File: src/rtl/ar_id_ordering_queue_if.sv
// ar_if: AR channel bundle with receiver/sender views
interface ar_if #(
   parameter int ID_WIDTH   = 4,
   parameter int ADDR_WIDTH = 32,
   parameter int LEN_WIDTH  = 8,
   parameter int USER_QOS_W = 4
);
   logic                  valid;
   logic                  ready;
   logic [ID_WIDTH-1:0]   id;
   logic [ADDR_WIDTH-1:0] addr;
   logic [LEN_WIDTH-1:0]  len;
   logic [2:0]            size;
   logic [1:0]            burst;
   logic [USER_QOS_W-1:0] qos;
   logic [ID_WIDTH-1:0]   tagid;
   modport receiver (input valid, id, addr, len, size, burst, qos, tagid, output ready);
   modport sender (output valid, id, addr, len, size, burst, qos, tagid, input ready);
endinterface

File: src/rtl/ar_id_ordering_queue.sv
// ar_id_ordering_queue: in-order AR queue that remaps each head ARID through a unique-ID allocator; optional stat counters under AR_ORDER_STATS_EN
module ar_id_ordering_queue #(
   parameter int ID_WIDTH   = 4,
   parameter int ADDR_WIDTH = 32,
   parameter int LEN_WIDTH  = 8,
   parameter int USER_QOS_W = 4,
   parameter int DEPTH      = 4
) (
   input  logic                         clk,
   input  logic                         rst,
   ar_if.receiver                       ar_in,
   ar_if.sender                         ar_out,
   output logic                         alloc_req,
   input  logic                         alloc_gnt,
   output logic [ID_WIDTH-1:0]          alloc_in_id,
   input  logic [ID_WIDTH-1:0]          unique_id,
   input  logic                         tag_map_full,
   output logic [$clog2(DEPTH+1)-1:0]   occupancy,
   output logic                         q_empty,
   output logic                         q_full,
   output logic [15:0]                  stat_accept_cnt,
   output logic [15:0]                  stat_issue_cnt,
   output logic [15:0]                  stat_stall_cnt
);
   localparam int AW = $clog2(DEPTH);
   localparam int EW = ID_WIDTH + ADDR_WIDTH + LEN_WIDTH + 3 + 2 + USER_QOS_W;

   typedef enum logic [1:0] {H_IDLE, H_ALLOC, H_ISSUE} state_t;

   state_t              state, state_nx;
   logic [AW:0]         wr_ptr, rd_ptr, occ;
   logic [EW-1:0]       mem [DEPTH];
   logic [ID_WIDTH-1:0] head_id, uid_q;
   logic                run, hs_in, hs_out;

   assign occ             = wr_ptr - rd_ptr;
   assign occupancy       = occ;
   assign q_empty         = wr_ptr == rd_ptr;
   assign q_full          = (wr_ptr[AW-1:0] == rd_ptr[AW-1:0]) && (wr_ptr[AW] != rd_ptr[AW]);
   assign ar_in.ready     = run & ~q_full & ~tag_map_full;
   assign hs_in           = ar_in.valid & ar_in.ready;
   assign hs_out          = ar_out.valid & ar_out.ready;
   assign alloc_req       = state == H_ALLOC;
   assign alloc_in_id     = head_id;
   assign ar_out.valid    = state == H_ISSUE;
   assign ar_out.id       = uid_q;
   assign ar_out.tagid    = uid_q;
   assign {head_id, ar_out.addr, ar_out.len, ar_out.size, ar_out.burst, ar_out.qos} = mem[rd_ptr[AW-1:0]];

   // Tail write; tagid is not stored since the allocator supplies the outgoing ID
   always_ff @(posedge clk)
      if (hs_in) mem[wr_ptr[AW-1:0]] <= {ar_in.id, ar_in.addr, ar_in.len, ar_in.size, ar_in.burst, ar_in.qos};

   // Pointers, head state, latched unique ID; run gates ready until the first edge out of reset
   always_ff @(posedge clk or negedge rst)
      if (!rst) begin
         state  <= H_IDLE;
         wr_ptr <= '0;
         rd_ptr <= '0;
         uid_q  <= '0;
         run    <= 1'b0;
      end else begin
         state <= state_nx;
         run   <= 1'b1;
         if (hs_in) wr_ptr <= wr_ptr + 1'b1;
         if (hs_out) rd_ptr <= rd_ptr + 1'b1;
         if (state == H_ALLOC && alloc_gnt) uid_q <= unique_id;
      end

   // Head sequencing: allocate, then issue; after issue re-allocate only if another entry will be waiting
   always_comb begin
      state_nx = state;
      state_nx = state == H_IDLE  ? ((|occ || hs_in) ? H_ALLOC : H_IDLE) :
                 state == H_ALLOC ? (alloc_gnt ? H_ISSUE : H_ALLOC) :
                 hs_out           ? ((|occ[AW:1] || hs_in) ? H_ALLOC : H_IDLE) : H_ISSUE;
   end

`ifdef AR_ORDER_STATS_EN
   // Saturating activity counters
   always_ff @(posedge clk or negedge rst)
      if (!rst) begin
         stat_accept_cnt <= '0;
         stat_issue_cnt  <= '0;
         stat_stall_cnt  <= '0;
      end else begin
         if (hs_in && ~&stat_accept_cnt) stat_accept_cnt <= stat_accept_cnt + 1'b1;
         if (hs_out && ~&stat_issue_cnt) stat_issue_cnt <= stat_issue_cnt + 1'b1;
         if (ar_out.valid && !ar_out.ready && ~&stat_stall_cnt) stat_stall_cnt <= stat_stall_cnt + 1'b1;
      end
`else
   assign stat_accept_cnt = '0;
   assign stat_issue_cnt  = '0;
   assign stat_stall_cnt  = '0;
`endif
endmodule
File: src/flat_wrapper.sv
// flat-port wrapper written by rule: the top's interface ports become plain ports
module ar_id_ordering_queue_flat 
#(
   parameter int ID_WIDTH   = 4,
   parameter int ADDR_WIDTH = 32,
   parameter int LEN_WIDTH  = 8,
   parameter int USER_QOS_W = 4,
   parameter int DEPTH      = 4
)
  (clk, rst, alloc_req, alloc_gnt, alloc_in_id, unique_id, tag_map_full, occupancy, q_empty, q_full, stat_accept_cnt, stat_issue_cnt, stat_stall_cnt, ar_in_valid, ar_in_id, ar_in_addr, ar_in_len, ar_in_size, ar_in_burst, ar_in_qos, ar_in_tagid, ar_in_ready, ar_out_valid, ar_out_id, ar_out_addr, ar_out_len, ar_out_size, ar_out_burst, ar_out_qos, ar_out_tagid, ar_out_ready);
  ar_if #(.ID_WIDTH(ID_WIDTH), .ADDR_WIDTH(ADDR_WIDTH), .LEN_WIDTH(LEN_WIDTH), .USER_QOS_W(USER_QOS_W)) ar_in_i ();
  ar_if #(.ID_WIDTH(ID_WIDTH), .ADDR_WIDTH(ADDR_WIDTH), .LEN_WIDTH(LEN_WIDTH), .USER_QOS_W(USER_QOS_W)) ar_out_i ();
  input  logic clk;
  input  logic rst;
  output logic alloc_req;
  input  logic alloc_gnt;
  output logic [ID_WIDTH-1:0] alloc_in_id;
  input  logic [ID_WIDTH-1:0] unique_id;
  input  logic tag_map_full;
  output logic [$clog2(DEPTH+1)-1:0] occupancy;
  output logic q_empty;
  output logic q_full;
  output logic [15:0] stat_accept_cnt;
  output logic [15:0] stat_issue_cnt;
  output logic [15:0] stat_stall_cnt;
  input wire logic [$bits(ar_in_i.valid)-1:0] ar_in_valid;
  input wire logic [$bits(ar_in_i.id)-1:0] ar_in_id;
  input wire logic [$bits(ar_in_i.addr)-1:0] ar_in_addr;
  input wire logic [$bits(ar_in_i.len)-1:0] ar_in_len;
  input wire logic [$bits(ar_in_i.size)-1:0] ar_in_size;
  input wire logic [$bits(ar_in_i.burst)-1:0] ar_in_burst;
  input wire logic [$bits(ar_in_i.qos)-1:0] ar_in_qos;
  input wire logic [$bits(ar_in_i.tagid)-1:0] ar_in_tagid;
  output wire logic [$bits(ar_in_i.ready)-1:0] ar_in_ready;
  output wire logic [$bits(ar_out_i.valid)-1:0] ar_out_valid;
  output wire logic [$bits(ar_out_i.id)-1:0] ar_out_id;
  output wire logic [$bits(ar_out_i.addr)-1:0] ar_out_addr;
  output wire logic [$bits(ar_out_i.len)-1:0] ar_out_len;
  output wire logic [$bits(ar_out_i.size)-1:0] ar_out_size;
  output wire logic [$bits(ar_out_i.burst)-1:0] ar_out_burst;
  output wire logic [$bits(ar_out_i.qos)-1:0] ar_out_qos;
  output wire logic [$bits(ar_out_i.tagid)-1:0] ar_out_tagid;
  input wire logic [$bits(ar_out_i.ready)-1:0] ar_out_ready;
  assign ar_in_i.valid = ar_in_valid;
  assign ar_in_i.id = ar_in_id;
  assign ar_in_i.addr = ar_in_addr;
  assign ar_in_i.len = ar_in_len;
  assign ar_in_i.size = ar_in_size;
  assign ar_in_i.burst = ar_in_burst;
  assign ar_in_i.qos = ar_in_qos;
  assign ar_in_i.tagid = ar_in_tagid;
  assign ar_in_ready = ar_in_i.ready;
  assign ar_out_valid = ar_out_i.valid;
  assign ar_out_id = ar_out_i.id;
  assign ar_out_addr = ar_out_i.addr;
  assign ar_out_len = ar_out_i.len;
  assign ar_out_size = ar_out_i.size;
  assign ar_out_burst = ar_out_i.burst;
  assign ar_out_qos = ar_out_i.qos;
  assign ar_out_tagid = ar_out_i.tagid;
  assign ar_out_i.ready = ar_out_ready;
  ar_id_ordering_queue #(.ID_WIDTH(ID_WIDTH), .ADDR_WIDTH(ADDR_WIDTH), .LEN_WIDTH(LEN_WIDTH), .USER_QOS_W(USER_QOS_W), .DEPTH(DEPTH)) u_core (.clk(clk), .rst(rst), .ar_in(ar_in_i), .ar_out(ar_out_i), .alloc_req(alloc_req), .alloc_gnt(alloc_gnt), .alloc_in_id(alloc_in_id), .unique_id(unique_id), .tag_map_full(tag_map_full), .occupancy(occupancy), .q_empty(q_empty), .q_full(q_full), .stat_accept_cnt(stat_accept_cnt), .stat_issue_cnt(stat_issue_cnt), .stat_stall_cnt(stat_stall_cnt));
endmodule
File: config.mk
export PLATFORM = sky130hd
export DESIGN_NAME = ar_id_ordering_queue_flat
export DESIGN_NICKNAME = d
export VERILOG_FILES = /design/src/rtl/ar_id_ordering_queue_if.sv /design/src/rtl/ar_id_ordering_queue.sv /design/src/flat_wrapper.sv
export SDC_FILE = /design/constraint.sdc
export NUM_CORES = 1
export LEC_CHECK = 0
export CAP_MARGIN = 20
export CORE_MARGIN = 3
export CORE_UTILIZATION = 55
export CTS_CLUSTER_SIZE = 20
export DETAILED_ROUTE_END_ITERATION = 6
export GPL_TIMING_DRIVEN = 0
export PLACE_DENSITY_LB_ADDON = 0.12
export REMOVE_ABC_BUFFERS = 1
export SYNTH_ARGS = -nofsm -noshare
export SYNTH_HDL_FRONTEND = slang
export SYNTH_SLANG_ARGS = --single-unit
File: constraint.sdc
create_clock -name clk -period 9 [get_ports clk]
set_input_delay 1.8 -clock clk [delete_from_list [all_inputs] [get_ports clk]]
set_output_delay 1.8 -clock clk [all_outputs]
set_load 0.05 [all_outputs]
==> metrics.cfg <==
[clocking]
numCtsBuffers = 23
path_clk_slew_ps = 60
cts_setup_buffers = 0
cts_resized = 0
cts_tree = done
cts_root_buf = clkbuf_16
clk_path_buf_depth = 3
clock_sinks = 225
clock_latency_ps = 490
hold_buffers = 0
htree_num_levels = 1

[critical_path]
worstSetupStartpointType = input port
critical_path_class = input port to primary output
worst_setup_path_end_kind = primary output
path_max_fanout = 2
cp.arrival_ps = 3240
required_ps = 7200

[timing]
maxSlewHeadroom_pct = 42.6
rsz0062_at_grt = false
holdWs_ps = 524
skew_ps = 12.6
period_needed_ps = 5040
finalHoldViolCount = 0
fin_setup_tns_ps = 0
slew_viol_final = 0
timing.final.crit_share_pct = 56.0
tightestPinTransition_ps = 861
finalSetupViolCount = 0
fmax_mhz = 198

[logic_synthesis]
ys_async_sr_fraction_pct = 5.78
yosysWarnings = 0
synth_edf_count = 212
synth.cell_area_um2 = 8740
ys_seq_area_share_pct = 76.5
ys_ff_latch = 225
synth_cells = 392
synth_ff_type = edfxtp_1
yosysUniqueCellTypes = 27
synth.avg_cell_area_um2 = 22.3

[run]
cap_violations = 0

[detailed_routing]
drc = 0
vias_per_cell = 5.23
vias = 3971
drt_iter0_markers = 176
antenna_left = 0
drt-total-wl_um = 14700
first_pass_iters = 7
avgRoutedWirePerCell_um = 19.3

[place]
portBuffers = 131
place_hpwl_um = 8540
placed_area_um2 = 10100
dp.cells = 719
gp_congestion = 0.737

[floorplan]
start_util_pct = 56.9
die_h_um = 132
die_w_um = 132
dieArea_um2 = 17400
core_um2 = 15400
io_pins = 184
num_rows = 45

[finish]
area_growth_pct = 22.9
fin_nets = 608
n_antenna_cell = 0
design_area_um2 = 10700
fin_cells = 759
drive_gt1_share_pct = 18.1

[power]
power.density_nw_per_um2 = 349
ir_drop_mv = 0.363
p_leak_nw = 3.61

[grt]
track_usage_pct = 16.9
gr-total-overflow = 0
antenna_found_initial = 0
grt_max_degree = 58
grt_pass1_vias = 4230
grt_pass1_wl_um = 23100

[status]
outcome = completed

[hold_path]
worst_hold_path_type = flop to flop

==> worst max-delay path, cell delays in order <==
cell and delay [ps]:
clkdlybuf4s50_1 410, nor3b_1 200, clkdlybuf4s50_1 840
==> metal layers <==
| metal | routed length (um) | global-route usage (%) |
|---|---|---|
| met1 | 6020 | 22.7 |
| met4 | 335 | 4.43 |
| met2 | 7310 | 28.3 |
| met5 | 0 | 0 |
| met3 | 1000 | 4.05 |
==> layout make-up <==
cell class | instances | area [um2]
clock inverter | 12 | 52.6
inverter | 8 | 30.0
timing repair buffer | 133 | 1360
tap | 211 | 264
multi-input combinational | 142 | 1740
fill | 955 | 4630
clock buffer | 28 | 594
sequential | 225 | 6700
==> path summary, 6_finish.rpt <==
path / from / to / slack [ps] / cells after the start
worst min-delay path: u_core.wr_ptr[2]$_DFFE_PN0P_ / u_core.wr_ptr[2]$_DFFE_PN0P_ / 520 / 1
worst min register to register: u_core.wr_ptr[2]$_DFFE_PN0P_ / u_core.wr_ptr[2]$_DFFE_PN0P_ / 520 / 1
max in group asynchronous: rst / u_core.rd_ptr[0]$_DFFE_PN0P_ / 6870 / 1
worst max-delay path: tag_map_full / ar_in_ready / 3960 / 3
min in group asynchronous: rst / u_core.state[0]$_DFF_PN0_ / 1680 / 1
worst max register to register: u_core.rd_ptr[1]$_DFFE_PN0P_ / u_core.mem[1][26]$_DFFE_PP_ / 5950 / 5
==> cell usage after synthesis, types with 2 or more instances <==
library cell | count | share of area [%]
nor2b_1 | 3 | 0.21
edfxtp_1 | 212 | 73
nand2_1 | 3 | 0.13
inv_1 | 8 | 0.34
buf_2 | 2 | 0.11
conb_1 | 2 | 0.086
ha_1 | 7 | 1.0
dfrtp_1 | 13 | 3.7
clkbuf_1 | 4 | 0.17
and2_2 | 3 | 0.26
mux4_2 | 53 | 14
a21oi_1 | 2 | 0.11
xnor2_1 | 5 | 0.50
buf_4 | 57 | 4.9
mux2_2 | 6 | 0.77
==> sequential cells by signal (all words and copies together) (netlist names) <==
| name | flops |
|---|---|
| u_core.ar_out.id | 4 |
| u_core.mem | 212 |
| u_core.rd_ptr | 3 |
| u_core.run | 1 |
| u_core.state | 2 |
| u_core.wr_ptr | 3 |
==> kinds of logic (layout without fill, tap and decap cells) <==
logic type	after synthesis	in the layout	synth area share [%]
DFF	225	225	76.5
buffers and inverters	72	181	5.57
muxes	59	59	14.4
and+or+nand+nor	15	15	1.04
adders and majority gates	8	8	1.23
xor gates and xnor gates	6	6	0.687
AOI/OAI and AO/OA	5	5	0.415
other	2	49	0.0859
==> cells in the final DEF, fill, tap and decap left out <==
cell,instances
nor2_1,1
ha_1,7
o21a_1,1
fa_1,1
clkinv_1,6
o41a_1,1
mux4_2,53
nand2_1,3
clkinv_2,6
buf_16,1
xnor2_1,5
and3b_1,1
xnor2_2,1
buf_12,1
a21oi_1,2
nor3b_1,1
conb_1,49
or2_2,1
mux2_2,6
clkdlybuf4s50_1,131
nor2b_1,3
nand3_1,1
dfrtp_4,2
dfrtp_1,11
inv_2,1
clkbuf_16,23
clkbuf_1,5
inv_1,7
and3_2,1
edfxtp_1,212
and2_4,3
o211ai_1,1
==> through the flow <==
step | total power, mW | utilization [%] | setup slack [ps]
after floorplan | 2.48 | - | 2940
after global placement | 2.98 | 65.3 | 2310
after detailed placement | 2.96 | 65.7 | 3940
after CTS | 3.80 | 69.9 | 3940
after global routing | 3.90 | 69.9 | 3810
final | 3.75 | 69.9 | 3960
==> report_power, final <==
group          switching (mW)  internal, mW  leakage (nW)
Combinational           0.962         0.601          1.23
Sequential              0.122          1.24          2.07
Clock                   0.357         0.466         0.322
Note: power is estimated with default switching activity, not from simulation.
